File: config.mk
export PLATFORM = sky130hd
export DESIGN_NAME = queue_drain_framer
export DESIGN_NICKNAME = d
export VERILOG_FILES = /design/src/rtl/queue_drain_pkg.sv /design/src/rtl/skid_buffer2.sv /design/src/rtl/queue_drain_framer.sv
export SDC_FILE = /design/constraint.sdc
export NUM_CORES = 1
export LEC_CHECK = 0
export CORE_AREA = 2 2 58 114
export DETAILED_ROUTE_END_ITERATION = 10
export DIE_AREA = 0 0 60 116
export PLACE_DENSITY = 0.8
export SYNTH_ARGS = -nofsm -noshare
export SYNTH_HDL_FRONTEND = slang
export SYNTH_HIERARCHICAL = 1
export SYNTH_SLANG_ARGS = --single-unit
export TNS_END_PERCENT = 20
File: constraint.sdc
create_clock -name clk -period 2.8 [get_ports clk]
set_clock_uncertainty 0.2 [all_clocks]
set_input_delay 0.7 -clock clk [delete_from_list [all_inputs] [get_ports clk]]
set_output_delay 0.7 -clock clk [all_outputs]
set_load 0.03 [all_outputs]
File: src/rtl/queue_drain_pkg.sv
// Shared types and constants for the queue drain framer.
// Frame length helper maps a burst_len of 0 to the maximum burst.
package queue_drain_pkg;

  localparam int MAX_BURST   = 16;
  localparam int FRAME_CNT_W = 16;
  localparam int WORD_W      = 8;

  typedef enum logic [0:0] {
    IDLE   = 1'b0,
    ACTIVE = 1'b1
  } state_e;

  typedef struct packed {
    logic              last;
    logic [WORD_W-1:0] data;
  } entry_t;

  function automatic logic [4:0] norm_len(
    input logic [3:0] bl
  );
    return (bl == 4'd0) ? 5'(MAX_BURST)
                        : {1'b0, bl};
  endfunction

endpackage

File: src/rtl/skid_buffer2.sv
// Two-entry first-word-fall-through buffer.
// Entry 0 is always the head; a pop shifts entry 1 forward.
module skid_buffer2 #(
  parameter int W = 9
) (
  input  logic         clk,
  input  logic         rst,
  input  logic         push,
  input  logic [W-1:0] din,
  input  logic         pop,
  output logic [1:0]   count,
  output logic [W-1:0] head
);

  logic [W-1:0] e0_q, e1_q;
  logic [W-1:0] e0_n, e1_n;
  logic [1:0]   fill, cnt_n;
  logic         pop_ok, push_ok;

  // Next entries: shift on pop, then write into first free slot.
  always_comb begin
    e0_n    = e0_q;
    e1_n    = e1_q;
    pop_ok  = pop && (count != 2'd0);
    fill    = count - {1'b0, pop_ok};
    push_ok = push && (fill != 2'd2);
    if (pop_ok) begin
      e0_n = e1_q;
    end
    if (push_ok) begin
      if (fill == 2'd0) begin
        e0_n = din;
      end else begin
        e1_n = din;
      end
    end
    cnt_n = fill + {1'b0, push_ok};
  end

  // Storage and occupancy registers.
  always_ff @(posedge clk or posedge rst) begin
    if (rst) begin
      e0_q  <= '0;
      e1_q  <= '0;
      count <= 2'd0;
    end else begin
      e0_q  <= e0_n;
      e1_q  <= e1_n;
      count <= cnt_n;
    end
  end

  assign head = e0_q;

endmodule

File: src/rtl/queue_drain_framer.sv
// Pops queue words into burst-length frames on a valid/ready stream.
// An idle open frame is closed by a pad word carrying the last flag.
module queue_drain_framer
  import queue_drain_pkg::*;
#(
  parameter int                DATA_W = 8,
  parameter int                TO_W   = 8,
  parameter logic [DATA_W-1:0] PAD    = '0
) (
  input  logic                   clk,
  input  logic                   rst,
  input  logic                   enable,
  input  logic [3:0]             burst_len,
  input  logic [TO_W-1:0]        timeout,
  input  logic                   q_empty,
  input  logic [DATA_W-1:0]      q_data,
  output logic                   q_deq,
  output logic                   out_valid,
  input  logic                   out_ready,
  output logic [DATA_W-1:0]      out_data,
  output logic                   out_last,
  output logic [FRAME_CNT_W-1:0] frame_cnt
);

  localparam int EW = DATA_W + 1;

  logic [1:0]      count;
  logic [EW-1:0]   head, push_word;
  logic            push, pop;
  logic            has_room, to_hit;
  logic            pad_push, data_last;
  state_e          state_q;
  logic [4:0]      len_q, beat_q;
  logic [4:0]      first_len;
  logic [TO_W-1:0] idle_q;
  logic [FRAME_CNT_W-1:0] frame_q;

  // Room is judged on the registered count so out_ready
  // never reaches q_deq combinationally.
  assign has_room  = (count != 2'd2);
  assign q_deq     = !rst && enable
                  && !q_empty && has_room;
  assign first_len = norm_len(burst_len);
  assign to_hit    = (state_q == ACTIVE)
                  && (timeout != '0)
                  && (idle_q >= timeout);
  assign pad_push  = to_hit && has_room && !q_deq;

  // Last tag for a data word pushed this cycle.
  always_comb begin
    data_last = 1'b0;
    if (state_q == IDLE) begin
      data_last = (first_len == 5'd1);
    end else begin
      data_last = ((beat_q + 5'd1) == len_q);
    end
  end

  assign push      = q_deq || pad_push;
  assign push_word = pad_push ? {1'b1, PAD}
                              : {data_last, q_data};

  skid_buffer2 #(
    .W (EW)
  ) u_buf (
    .clk   (clk),
    .rst   (rst),
    .push  (push),
    .din   (push_word),
    .pop   (pop),
    .count (count),
    .head  (head)
  );

  assign out_valid = (count != 2'd0);
  assign pop       = out_valid && out_ready;
  assign out_last  = head[DATA_W];
  assign out_data  = head[DATA_W-1:0];

  // Framing FSM with beat and idle counters.
  always_ff @(posedge clk or posedge rst) begin
    if (rst) begin
      state_q <= IDLE;
      len_q   <= 5'd0;
      beat_q  <= 5'd0;
      idle_q  <= '0;
    end else begin
      unique case (1'b1)
        q_deq: begin
          idle_q <= '0;
          if (state_q == IDLE) begin
            len_q <= first_len;
          end
          if (data_last) begin
            state_q <= IDLE;
            beat_q  <= 5'd0;
          end else begin
            state_q <= ACTIVE;
            beat_q  <= (state_q == IDLE)
                     ? 5'd1 : beat_q + 5'd1;
          end
        end
        pad_push: begin
          state_q <= IDLE;
          beat_q  <= 5'd0;
          idle_q  <= '0;
        end
        default: begin
          // Hold at the threshold while a pad waits for room.
          if (state_q == ACTIVE && idle_q < timeout) begin
            idle_q <= idle_q + TO_W'(1);
          end
        end
      endcase
    end
  end

  // Completed frames, counted on accepted last words.
  always_ff @(posedge clk or posedge rst) begin
    if (rst) begin
      frame_q <= '0;
    end else if (pop && head[DATA_W] && frame_q != '1) begin
      frame_q <= frame_q + 1'b1;
    end
  end

  assign frame_cnt = frame_q;

endmodule

==> summary.txt, run 1 <==
Logic synthesis
  – Flip-flop cell with the highest count after synthesis: sky130_fd_sc_hd__dfrtp_1
  – Post-synth ARST share: 1.00
  – Count of unique library cells instantiated by Yosys: 54
  – Syn. warnings: 6
  – Portion of the post-synthesis area used by sequential elements: 0.436
  – Post-synth EDFFs: 0
  – Syn nets: 352
  – Top-area cell type share of the netlist area: 0.436
  – Leading area contributor after synthesis: sky130_fd_sc_hd__dfrtp_1
  – Cell count after synthesis: 316
  – Post-Syn Area per Cell: 9.99 um^2
  – Post-synthesis sequential element count: 55
  – Largest cells by area after synthesis: sky130_fd_sc_hd__dfrtp_1, sky130_fd_sc_hd__xnor2_1, sky130_fd_sc_hd__ha_1
  – Post-synthesis cell area: 3160 um^2

Power and ir drop
  – Maximum ir drop on the vdd rail: 522 uV
  – Power per standard cell area: 853 nW/um^2
  – Static leakage power: 1.84 nW

Global route
  – Initial antenna violation count: 0
  – GR met3 Demand/Resource: 0.0346
  – Met2 track demand over resource in global routing: 0.425
  – Global-route wire length before repair: 12.7 mm
  – Top Usage Layer GRT: met2
  – Global-route usage over all layers: 0.238
  – Met1 GRT Util: 0.271
  – Via count of the first global-routing pass: 2754
  – Total gr overflow: 0
  – Largest net degree at the start of global routing: 26

STA
  – Finish-stage setup viols: 0
  – Final Critical Period: 2.70 ns
  – Count of final max-slew check failures: 0
  – Hold violation total from the final report: 0
  – Relative slew slack: 0.482
  – Minimum hold slack: 0.295 ns
  – Slew @ Worst Pin: 0.772 ns
  – Post-route fraction of the period consumed by the critical path: 0.965
  – Top achievable clock speed: 370 MHz

Finish
  – Most common cell after layout, fill and taps aside: sky130_fd_sc_hd__dfrtp_1
  – Final std cells w/o fill: 478
  – Ant diodes: 0
  – NumNets Final: 430
  – Share of final-layout standard cells stronger than drive strength 1: 0.218
  – Final-layout fill cell count: 445
  – Most frequent cells in the layout: sky130_fd_sc_hd__dfrtp_1, sky130_fd_sc_hd__clkdlybuf4s50_1, sky130_fd_sc_hd__nand2_1, sky130_fd_sc_hd__buf_4, sky130_fd_sc_hd__xnor2_1
  – Area growth, synth to finish: 36.7%
  – Area of all placed cells without fillers: 4310 um^2

CTS
  – Htree depth: 2
  – Root buffer selected by CTS: sky130_fd_sc_hd__clkbuf_16
  – Number of buffers on the longest clock path: 2
  – Sinks on Clock Net: 55
  – Clock buffers created by TritonCTS: 5
  – Clk_lat worst skew: 0.30 ns
  – Clock tree from TritonCTS: yes
  – Clock Pin Slew Worst Setup and Hold Paths: 0.07 ns
  – Count of hold buffers inserted by post-cts repair: 0

Worst setup path
  – CP Data Arrival Time: 2.67 ns
  – Worst setup SP type: input port
  – Highest net fanout along the worst path: 11
  – Number of cells traversed by the worst register-to-register path: 10
  – Capturing point of the worst reg2reg path: u_buf/e1_q[8]
  – Reg-to-reg startpoint: beat_q[0]
  – Worst endpoint required time: 2.77 ns
  – Type of destination of the critical path: register
  – Reg2Reg Setup Slack: 0.22 ns
  – Category of the most critical setup path: in -> reg

Placement
  – Weighted congestion reported at the end of routability-driven placement: 0.879
  – Half-perimeter wire length of the detailed placement result: 5.50 mm
  – # placed instances: 467
  – Area after detailed placement: 3940 um^2
  – I/O Buffers: 51

Floorplanning
  – Floorplan die width: 60 um
  – Ports: 52
  – Core Region: 6060 um^2
  – Area of the die: 6960 um^2
  – Starting density of the core: 0.521
  – Number of placement rows: 40
  – Die Y: 116 um

Hold path
  – Beginning of the worst hold path: frame_cnt[10]
  – Count of cells along the worst hold path: 1
  – Hold EP: frame_cnt[10]
  – Type of the tightest min-delay check: reg -> reg

Outcome
  – Status: completed

Route
  – DR vias/cell: 5.55
  – Final antenna-violating net count: 0
  – Initial drt markers: 126
  – Total via count after detailed routing: 2651
  – DR DRC count: 0
  – Detailed Routing Iterations Pass 1: 5
  – Average wire length per cell after detail routing: 16.2 um
  – Routed WL: 7.74 mm

Flow run
  – Max-capacitance violation count: 0
critical path, cell delays in order:
cell	delay, ns
sky130_fd_sc_hd__dlygate4sd2_1	0.23
sky130_fd_sc_hd__inv_2	0.05
sky130_fd_sc_hd__ha_4	0.26
sky130_fd_sc_hd__nor2b_4	0.13
sky130_fd_sc_hd__o211ai_2	0.09
sky130_fd_sc_hd__a31oi_1	0.18
sky130_fd_sc_hd__o2111ai_2	0.18
sky130_fd_sc_hd__and2_4	0.23
sky130_fd_sc_hd__inv_6	0.08
sky130_fd_sc_hd__buf_12	0.15
sky130_fd_sc_hd__nand2b_4	0.07
sky130_fd_sc_hd__o22ai_1	0.24
sky130_fd_sc_hd__a211oi_2	0.07
Yosys cell counts, types with 4 or more instances:
library cell                n
sky130_fd_sc_hd__dfrtp_1   55
sky130_fd_sc_hd__nand2_1   35
sky130_fd_sc_hd__xnor2_1   23
sky130_fd_sc_hd__nor2_1    19
sky130_fd_sc_hd__inv_1     13
sky130_fd_sc_hd__ha_1      11
sky130_fd_sc_hd__nand2b_1  11
sky130_fd_sc_hd__nor2b_1   11
sky130_fd_sc_hd__nor3_1    11
sky130_fd_sc_hd__a31oi_1   10
sky130_fd_sc_hd__nand3_1   10
sky130_fd_sc_hd__a21oi_1    8
sky130_fd_sc_hd__nand4_1    6
sky130_fd_sc_hd__xor2_1     6
sky130_fd_sc_hd__a211oi_1   5
sky130_fd_sc_hd__clkbuf_1   5
sky130_fd_sc_hd__mux2_1     5
sky130_fd_sc_hd__mux2i_1    5
sky130_fd_sc_hd__o22ai_1    5
sky130_fd_sc_hd__buf_6      4
sky130_fd_sc_hd__mux2_4     4
sky130_fd_sc_hd__nor4_1     4
sky130_fd_sc_hd__o21ai_0    4
worst max-delay path by stage:
stage	from	endpoint	slack (ns)	cells past startpoint
4_1_cts	timeout[0]	u_buf/e1_q[5]	0.01	10
3_3_place_gp	timeout[1]	u_buf/e1_q[1]	-0.52	12
6_report	timeout[1]	u_buf/e1_q[0]	0.1	13
2_1_floorplan	timeout[1]	u_buf/e1_q[4]	-0.02	11
3_5_place_dp	timeout[1]	u_buf/e1_q[1]	-0.70	12
5_1_grt	timeout[1]	u_buf/e1_q[0]	-0.02	13
state kept, by name, indices dropped and copies added (netlist names):
register / count
frame_cnt: 16
u_buf/e1_q: 9
u_buf/head: 9
idle_q: 8
beat_q: 5
len_q: 5
u_buf/count: 2
state_q: 1
where the power goes:
group / leakage, nW / internal (W) / switching, W / total (W)
Combinational: 1.05 / 0.000800 / 0.000862 / 0.00166
Clock: 0.0769 / 0.000418 / 0.000276 / 0.000694
Sequential: 0.718 / 0.00103 / 0.000291 / 0.00132
kinds of logic after synthesis:
group	count (synthesis)	share of synthesized area
flops	55	0.436
simple gates	126	0.217
buf+inv	27	0.0428
mux	14	0.0527
compound gates	54	0.128
fa+ha+maj	11	0.0436
xor+xnor	29	0.0805
per-stage QoR:
stage / TNS, ns / power [W] / setup slack (ns) / utilization
after floorplan: -0.0849 / 0.00232 / -0.0181 / -
after global placement: -11.38 / 0.00279 / -0.521 / 0.650
after detailed placement: -14.82 / 0.00285 / -0.699 / 0.650
after CTS: 0 / 0.00364 / 0.0125 / 0.707
after global routing: -0.0163 / 0.00389 / -0.0163 / 0.712
final: 0 / 0.00368 / 0.0967 / 0.712
layer usage:
metal | vias to the layer above | part of all wire
met4 | 0 | 0.027
met5 | - | 0
met1 | 1301 | 0.39
li1 | 1265 | -
met2 | 65 | 0.55
met3 | 20 | 0.030
timing repair:
action | in CTS | in global routing
gates resized for setup | 41 | 7
endpoints found under the setup margin | 21 | 21
pin swaps | 13 | 9
buffers inserted | 4 | 0
layout make-up:
class	instances	area [um^2]	share of cell area
clock buffer	6	129	0.0299
clock inverter	1	30.0	0.00696
inverter	15	61.3	0.0142
multi-input combinational	234	1820	0.422
sequential	55	1380	0.319
tap	84	105	0.0244
timing repair buffer	83	791	0.183
Power figures use the tool's default switching activity.
==> run 2: changes to the inputs <==
- HOLD_SLACK_MARGIN: unset -> 0.1
==> results of run 2 <==
No change in the layout: final DEF, timing and power equal those of run 1.
==> run 3: changes to the inputs <==
--- a/config.mk
+++ b/config.mk
@@ -11,2 +11,3 @@
 export HOLD_SLACK_MARGIN = 0.1
+export MAX_ROUTING_LAYER = met4
 export PLACE_DENSITY = 0.8
==> constraint.sdc (replaced) <==
create_clock -name clk -period 2.8 [get_ports clk]
set_clock_uncertainty 0.2 [all_clocks]
set_input_delay 0.56 -clock clk [delete_from_list [all_inputs] [get_ports clk]]
set_output_delay 0.56 -clock clk [all_outputs]
set_load 0.05 [all_outputs]
==> run 3 against run 2 <==
Core utilization is 1.3 points higher; die area stayed put; largest power group unchanged; sequential cell count stayed put; first-iteration DRC count is 23% lower; global-route usage is 0.44 points lower; power is 6.6% higher; combinational power is 14% higher; fmax is 1.9% lower; critical endpoint is now u_buf/head[8]; worst hold slack better by 0.0078 ns; cell area is 1.8% higher; count of clock-buffer cells in the layout is 1 lower; via count is 0.57% higher.
==> summary.txt, run 3 (same netlist as run 1, synthesis figures left out) <==
STA
  – Setup repair after global routing missed its margin: true
  – Hold violation total from the final report: 0 (unchanged)
  – Top achievable clock speed: 363 MHz (-1.9%)
  – Count of final max-slew check failures: 0 (unchanged)
  – Final Critical Period: 2.75 ns (+0.0515 ns)
  – Post-route fraction of the period consumed by the critical path: 0.984 (+0.0184)
  – Finish-stage setup viols: 0 (unchanged)
  – Relative slew slack: 0.468 (-0.0139)
  – Worst path setup slack after routing: 0.0453 ns (-0.0515 ns)
  – Slew @ Worst Pin: 0.797 ns (+0.0252 ns)

CTS
  – Htree depth: 2 (unchanged)
  – Count of hold buffers inserted by post-cts repair: 0 (unchanged)
  – Number of buffers on the longest clock path: 2 (unchanged)
  – Clock buffers created by TritonCTS: 5 (unchanged)
  – Root buffer selected by CTS: sky130_fd_sc_hd__clkbuf_16
  – Clock tree from TritonCTS: yes
  – Sinks on Clock Net: 55 (unchanged)
  – Clock Pin Slew Worst Setup and Hold Paths: 0.07 ns (about the same)
  – Clk_lat worst skew: 0.30 ns (about the same)

Placement
  – I/O Buffers: 51 (unchanged)
  – Weighted congestion reported at the end of routability-driven placement: 0.922 (+4.9%)
  – Worst slack at placement: -0.464 ns (+0.235 ns)
  – Half-perimeter wire length of the detailed placement result: 5.38 mm (-2.2%)

Finish
  – Final-layout fill cell count: 446 (+0.22%)
  – Number of flip-flops in the largest register: 16 (unchanged)
  – Area growth, synth to finish: 39.1%
  – FF/Latch Area: 1380 um^2 (unchanged)
  – Total area of multi-input combinational cells: 1900 um^2 (+4.1%)
  – Ant diodes: 0 (unchanged)
  – Most common cell after layout, fill and taps aside: sky130_fd_sc_hd__dfrtp_1
  – Most frequent cells in the layout: sky130_fd_sc_hd__dfrtp_1, sky130_fd_sc_hd__clkdlybuf4s50_1, sky130_fd_sc_hd__nand2_1, sky130_fd_sc_hd__buf_4, sky130_fd_sc_hd__xnor2_1
  – Share of final-layout standard cells stronger than drive strength 1: 0.230 (+0.0115)
  – Fin util: 0.725 (+0.0128)
  – NumNets Final: 431 (+0.23%)

Global route
  – Total gr overflow: 0 (unchanged)
  – Global-route usage over all layers: 0.234 (-0.00440)
  – Initial antenna violation count: 0 (unchanged)
  – Largest net degree at the start of global routing: 29 (+12%)
  – Global-route wire length before repair: 12.1 mm (-4.8%)
  – Via count of the first global-routing pass: 2642 (-4.1%)

Worst setup path
  – Category of the most critical setup path: in -> reg
  – Reg-to-reg startpoint: beat_q[0]
  – Type of destination of the critical path: register
  – Buffers & Inverters on Critical Path: 4 (unchanged)
  – Cell Chain, Critical Path: clkdlybuf4s50_1 -> inv_1 -> ha_4 -> nand4_1 -> a31oi_1 -> o2111ai_2 -> and2_4 -> inv_6 -> nand2b_4 -> buf_4 -> nor3_1 -> a31oi_1
  – Capturing point of the worst reg2reg path: u_buf/head[8]
  – Largest stage delay, worst path: 0.48 ns (+0.22 ns)
  – Worst setup SP type: input port
  – CP Data Arrival Time: 2.73 ns (+0.06 ns)
  – CP max stage cell: sky130_fd_sc_hd__clkdlybuf4s50_1
  – Worst endpoint required time: 2.77 ns (about the same)
  – Highest net fanout along the worst path: 5 (-6)
  – Cell repeated most along the worst path: sky130_fd_sc_hd__a31oi_1
  – Reg2Reg Setup Slack: 0.18 ns (-0.04 ns)
  – Number of cells traversed by the worst register-to-register path: 10 (unchanged)
  – Delay-heaviest family, CP: buffers and inverters

Power and ir drop
  – Power Total: 0.00392 W (+6.6%)
  – Cell-internal power: 0.00228 W (+1.3%)
  – Static leakage power: 1.85 nW (+0.50%)
  – Switching share of power: 0.419 (+0.0306)
  – Maximum ir drop on the vdd rail: 631 uV (+21%)
  – Power per standard cell area: 893 nW/um^2 (+4.7%)
  – Power spent charging and discharging nets: 0.00164 W (+15%)
  – Combinational group share of total power: 0.485 (+0.033)
  – Clk pwr share: 0.186 (-0.003)
  – Seq pwr share: 0.329 (-0.031)

Flow run
  – Max-capacitance violation count: 0 (unchanged)

Hold path
  – Beginning of the worst hold path: frame_cnt[6]
  – Hold EP: frame_cnt[6]
  – Type of the tightest min-delay check: reg -> reg
  – Count of cells along the worst hold path: 1 (unchanged)

Route
  – Average wire length per cell after detail routing: 16.2 um (about the same)
  – Routed WL: 7.77 mm (+0.37%)
  – Initial drt markers: 97 (-23%)
  – DR vias/cell: 5.55 (+0.15%)
  – DR DRC count: 0 (unchanged)
  – Final antenna-violating net count: 0 (unchanged)
  – Total via count after detailed routing: 2666 (+0.57%)
  – Detailed Routing Iterations Pass 1: 4 (-1)

Floorplanning
  – Area of the die: 6960 um^2 (unchanged)
  – Die Y: 116 um (unchanged)
  – Starting density of the core: 0.521 (unchanged)
  – Floorplan die width: 60 um (unchanged)
  – Core Region: 6060 um^2 (unchanged)
  – Ports: 52 (unchanged)
  – Number of placement rows: 40 (unchanged)

Outcome
  – Status: completed
## run 3: cell types whose count changed in the layout (fill, tap and decap cells not counted), moves of 3 or more
cell,delta
sky130_fd_sc_hd__clkdlybuf4s50_1,+6
sky130_fd_sc_hd__dlygate4sd2_1,-6
sky130_fd_sc_hd__nor3_1,-6
sky130_fd_sc_hd__a31oi_1,-5
sky130_fd_sc_hd__a31oi_4,+4
sky130_fd_sc_hd__nor3_4,+4
sky130_fd_sc_hd__inv_1,+3
sky130_fd_sc_hd__inv_2,-3
## run 3: repair_timing
item,CTS,global route
setup buffers,1,1
gates cloned,0,1
resized for setup,7,42
pin swaps,10,10
endpoints found under the hold margin,0,0
setup endpoints to repair,20,30
## run 3: power by group through the flow
stage | clock, W | combinational, W | sequential [W]
6_report | 0.000728 | 0.00190 | 0.00129
5_1_grt | 0.000767 | 0.00204 | 0.00132
4_1_cts | 0.000736 | 0.00173 | 0.00128
3_5_place_dp | 0 | 0.00171 | 0.00130
3_3_place_gp | 0 | 0.00167 | 0.00129
2_1_floorplan | 0 | 0.000943 | 0.00153
## run 3: worst max path at each step
stage / endpoint / start / cells after the start / slack (ns)
after floorplan: u_buf/count[0] / timeout[1] / 13 / 0.04
after global placement: u_buf/e1_q[4] / timeout[1] / 11 / -0.33
after detailed placement: u_buf/e1_q[2] / timeout[1] / 12 / -0.46
after CTS: u_buf/e1_q[0] / timeout[3] / 12 / 0.03
after global routing: u_buf/e1_q[0] / timeout[7] / 11 / -0.07
final: u_buf/head[8] / timeout[7] / 12 / 0.05
## run 3: per-stage QoR
stage,setup TNS [ns],hold WS [ns],cell area (um^2),std cells
4_1_cts,0,0.300,4130,478
2_1_floorplan,0,0.275,3160,316
6_report,0,0.302,4390,480
5_1_grt,-0.474,0.306,4390,480
3_5_place_dp,-10.69,0.286,3930,469
3_3_place_gp,-8.13,0.279,3930,469
## run 3: metal layers
layer  GRT usage  up-vias  share of wire
met3      0.0357       13          0.032
met4      0.0830        0          0.026
met2       0.409       55           0.55
met1       0.262     1329           0.39
li1            -     1269              -
met5           -        -              0
## run 3: area by class of cell
class | count | area share
multi-input cells | 234 | 0.432
flip-flops and latches | 55 | 0.313
repair buffers | 84 | 0.178
clock buffers | 5 | 0.0285
well taps | 84 | 0.0239
inverters | 15 | 0.0140
clock inverters | 3 | 0.0105
==> variant: new RTL, flow settings as in run 3 <==
Set the package constant `FRAME_CNT_W` to 14 (it was 16).
--- a/src/rtl/queue_drain_pkg.sv
+++ b/src/rtl/queue_drain_pkg.sv
@@ -3,7 +3,7 @@
 package queue_drain_pkg;
 
   localparam int MAX_BURST   = 16;
-  localparam int FRAME_CNT_W = 16;
+  localparam int FRAME_CNT_W = 14;
   localparam int WORD_W      = 8;
 
   typedef enum logic [0:0] {
Ports: changed (resized frame_cnt); port bits go from 52 to 50. No check against the original RTL was run, so the function may have changed too.
==> variant against run 3 <==
Worst setup slack better by 0.011 ns. Area after synthesis is 2.7% lower. Design area decreased by 5.2%. Critical path depth is the same. Total power fell by 7.2%. First-iteration DRC count is 11% higher. Routed wire length down 4.3%. Critical endpoint is now u_buf/e1_q[1]. Sequential cell count down 2.
==> variant: results (changes against run 3) <==
Number of inverters outside the clock class in the layout -> 14 (-1)
Kind of cell adding the most delay to the critical path -> compound AO/OA/AOI/OAI gates
Cell types with the highest counts after synthesis -> 53 x sky130_fd_sc_hd__dfrtp_1, 31 x sky130_fd_sc_hd__nand2_1, 21 x sky130_fd_sc_hd__xnor2_1, 18 x sky130_fd_sc_hd__nor2_1, 13 x sky130_fd_sc_hd__nor3_1
Instance count of the mapped netlist -> 305 (-3.5%)
Flip-flop count of the largest register after layout -> 14 (-2)
Total of plain and repair buffers excluding clock buffers -> 78 (-7.1%)
Number of multi-input logic gates -> 225 (-3.8%)
Ratio of routed vias to standard cells -> 5.56 (+0.19%)
Post-placement cell count -> 450 (-4.1%)
Proportion of synthesized chip area in sequential cells -> 43.2% (-0.42 points)
Post-detailed-placement half-perimeter wirelength -> 5310 um (-1.2%)
Filler cells -> 442 (-0.90%)
Leakage -> 1.78 nW (-3.9%)
Total global routing track utilization -> 23.0% (-0.36 points)
GP Congestion -> 0.840 (-8.9%)
Result of the run -> finished clean
Overall routed net length -> 7440 um (-4.3%)
Share of final-layout standard cells stronger than drive strength 1 -> 21.2% (-1.8 points)
Via count of the first global-routing pass -> 2742 (+3.8%)
Routed metal-1 wirelength -> 2920 um (-3.8%)
Final #Nets -> 413 (-4.2%)
Via total after detailed routing -> 2571 (-3.6%)
Slew headroom -> 36.7% (-10 points)
Synth area leaders -> sky130_fd_sc_hd__dfrtp_1 43%, sky130_fd_sc_hd__xnor2_1 6.0%, sky130_fd_sc_hd__ha_1 4.5%
Area taken by multi-input logic gates -> 1790 um2 (-5.6%)
I/O Buffers -> 49 (-3.9%)
Worst endpoint data arrival time -> 2.75 ns (+0.02 ns)
First-pass GRT wire length -> 12000 um (-0.92%)
Portion of the layout cell area used by clock cells -> 3.34% (-0.57 points)
CTS Sinks -> 53 (-3.6%)
Clock group total power -> 0.598 mW (-18%)
Syn_nets -> 341 (-3.1%)
Unique masters post-synth -> 51 (-5.6%)
Combinational power share -> 48.8% (+0.3 points)
First DRT Iteration DRCs -> 108 (+11%)
==> variant: cell types whose count changed after synthesis, sizes merged, moves of 2 or more <==
cell and change:
nand2 -5, nand2b -3, o2111ai -3, xnor2 -2, nor4b +2, nand3 -2, and4 +2, dfrtp -2
nor2 -2
==> variant: routing by layer <==
layer / track usage [%] / up-vias
met5: - / -
li1: - / 1213
met2: 41.2 / 62
met1: 23.9 / 1286
met4: 10.2 / 0
met3: 3.35 / 10
==> variant: kinds of logic after synthesis <==
| kind of cell | share of synthesized area, % |
|---|---|
| AO/OA/AOI/OAI | 11.7 |
| buffers and inverters | 4.44 |
| multiplexers | 5.79 |
| flip-flops | 43.2 |
| XOR/XNOR | 8.48 |
| adder cells (fa/ha/maj) | 4.48 |
| AND/OR/NAND/NOR | 22.0 |
==> variant: through the flow <==
stage               worst slack [ns]  hold slack, ns  area (um2)  TNS, ns  power (mW)
detailed placement            -0.511           0.293        3790   -10.30        2.89
global placement              -0.400           0.285        3790    -8.25        2.83
global route                 -0.0572           0.323        4160   -0.265        3.85
floorplan                     0.0566           0.279        3070        0        2.41
CTS                          0.00137           0.301        3990        0        3.54
finish                        0.0564           0.300        4160        0        3.64
==> variant: final timing paths <==
kind | start | endpoint | slack, ns | depth (start not counted)
max reg2reg | idle_q[1] | u_buf/e1_q[1] | 0.12 | 11
max | timeout[2] | u_buf/e1_q[1] | 0.06 | 12
min reg2reg | frame_cnt[7] | frame_cnt[7] | 0.30 | 1
min in group asynchronous | rst | u_buf/count[0] | 0.54 | 3
max in group asynchronous | rst | frame_cnt[9] | 1.35 | 3
min | frame_cnt[7] | frame_cnt[7] | 0.30 | 1
==> variant: timing repair <==
action                     4_1_cts  5_1_grt
hold buffers                     0        0
resized for setup                7       33
pin swaps                        6       10
setup endpoints to repair       20       27
setup buffers                    4        0
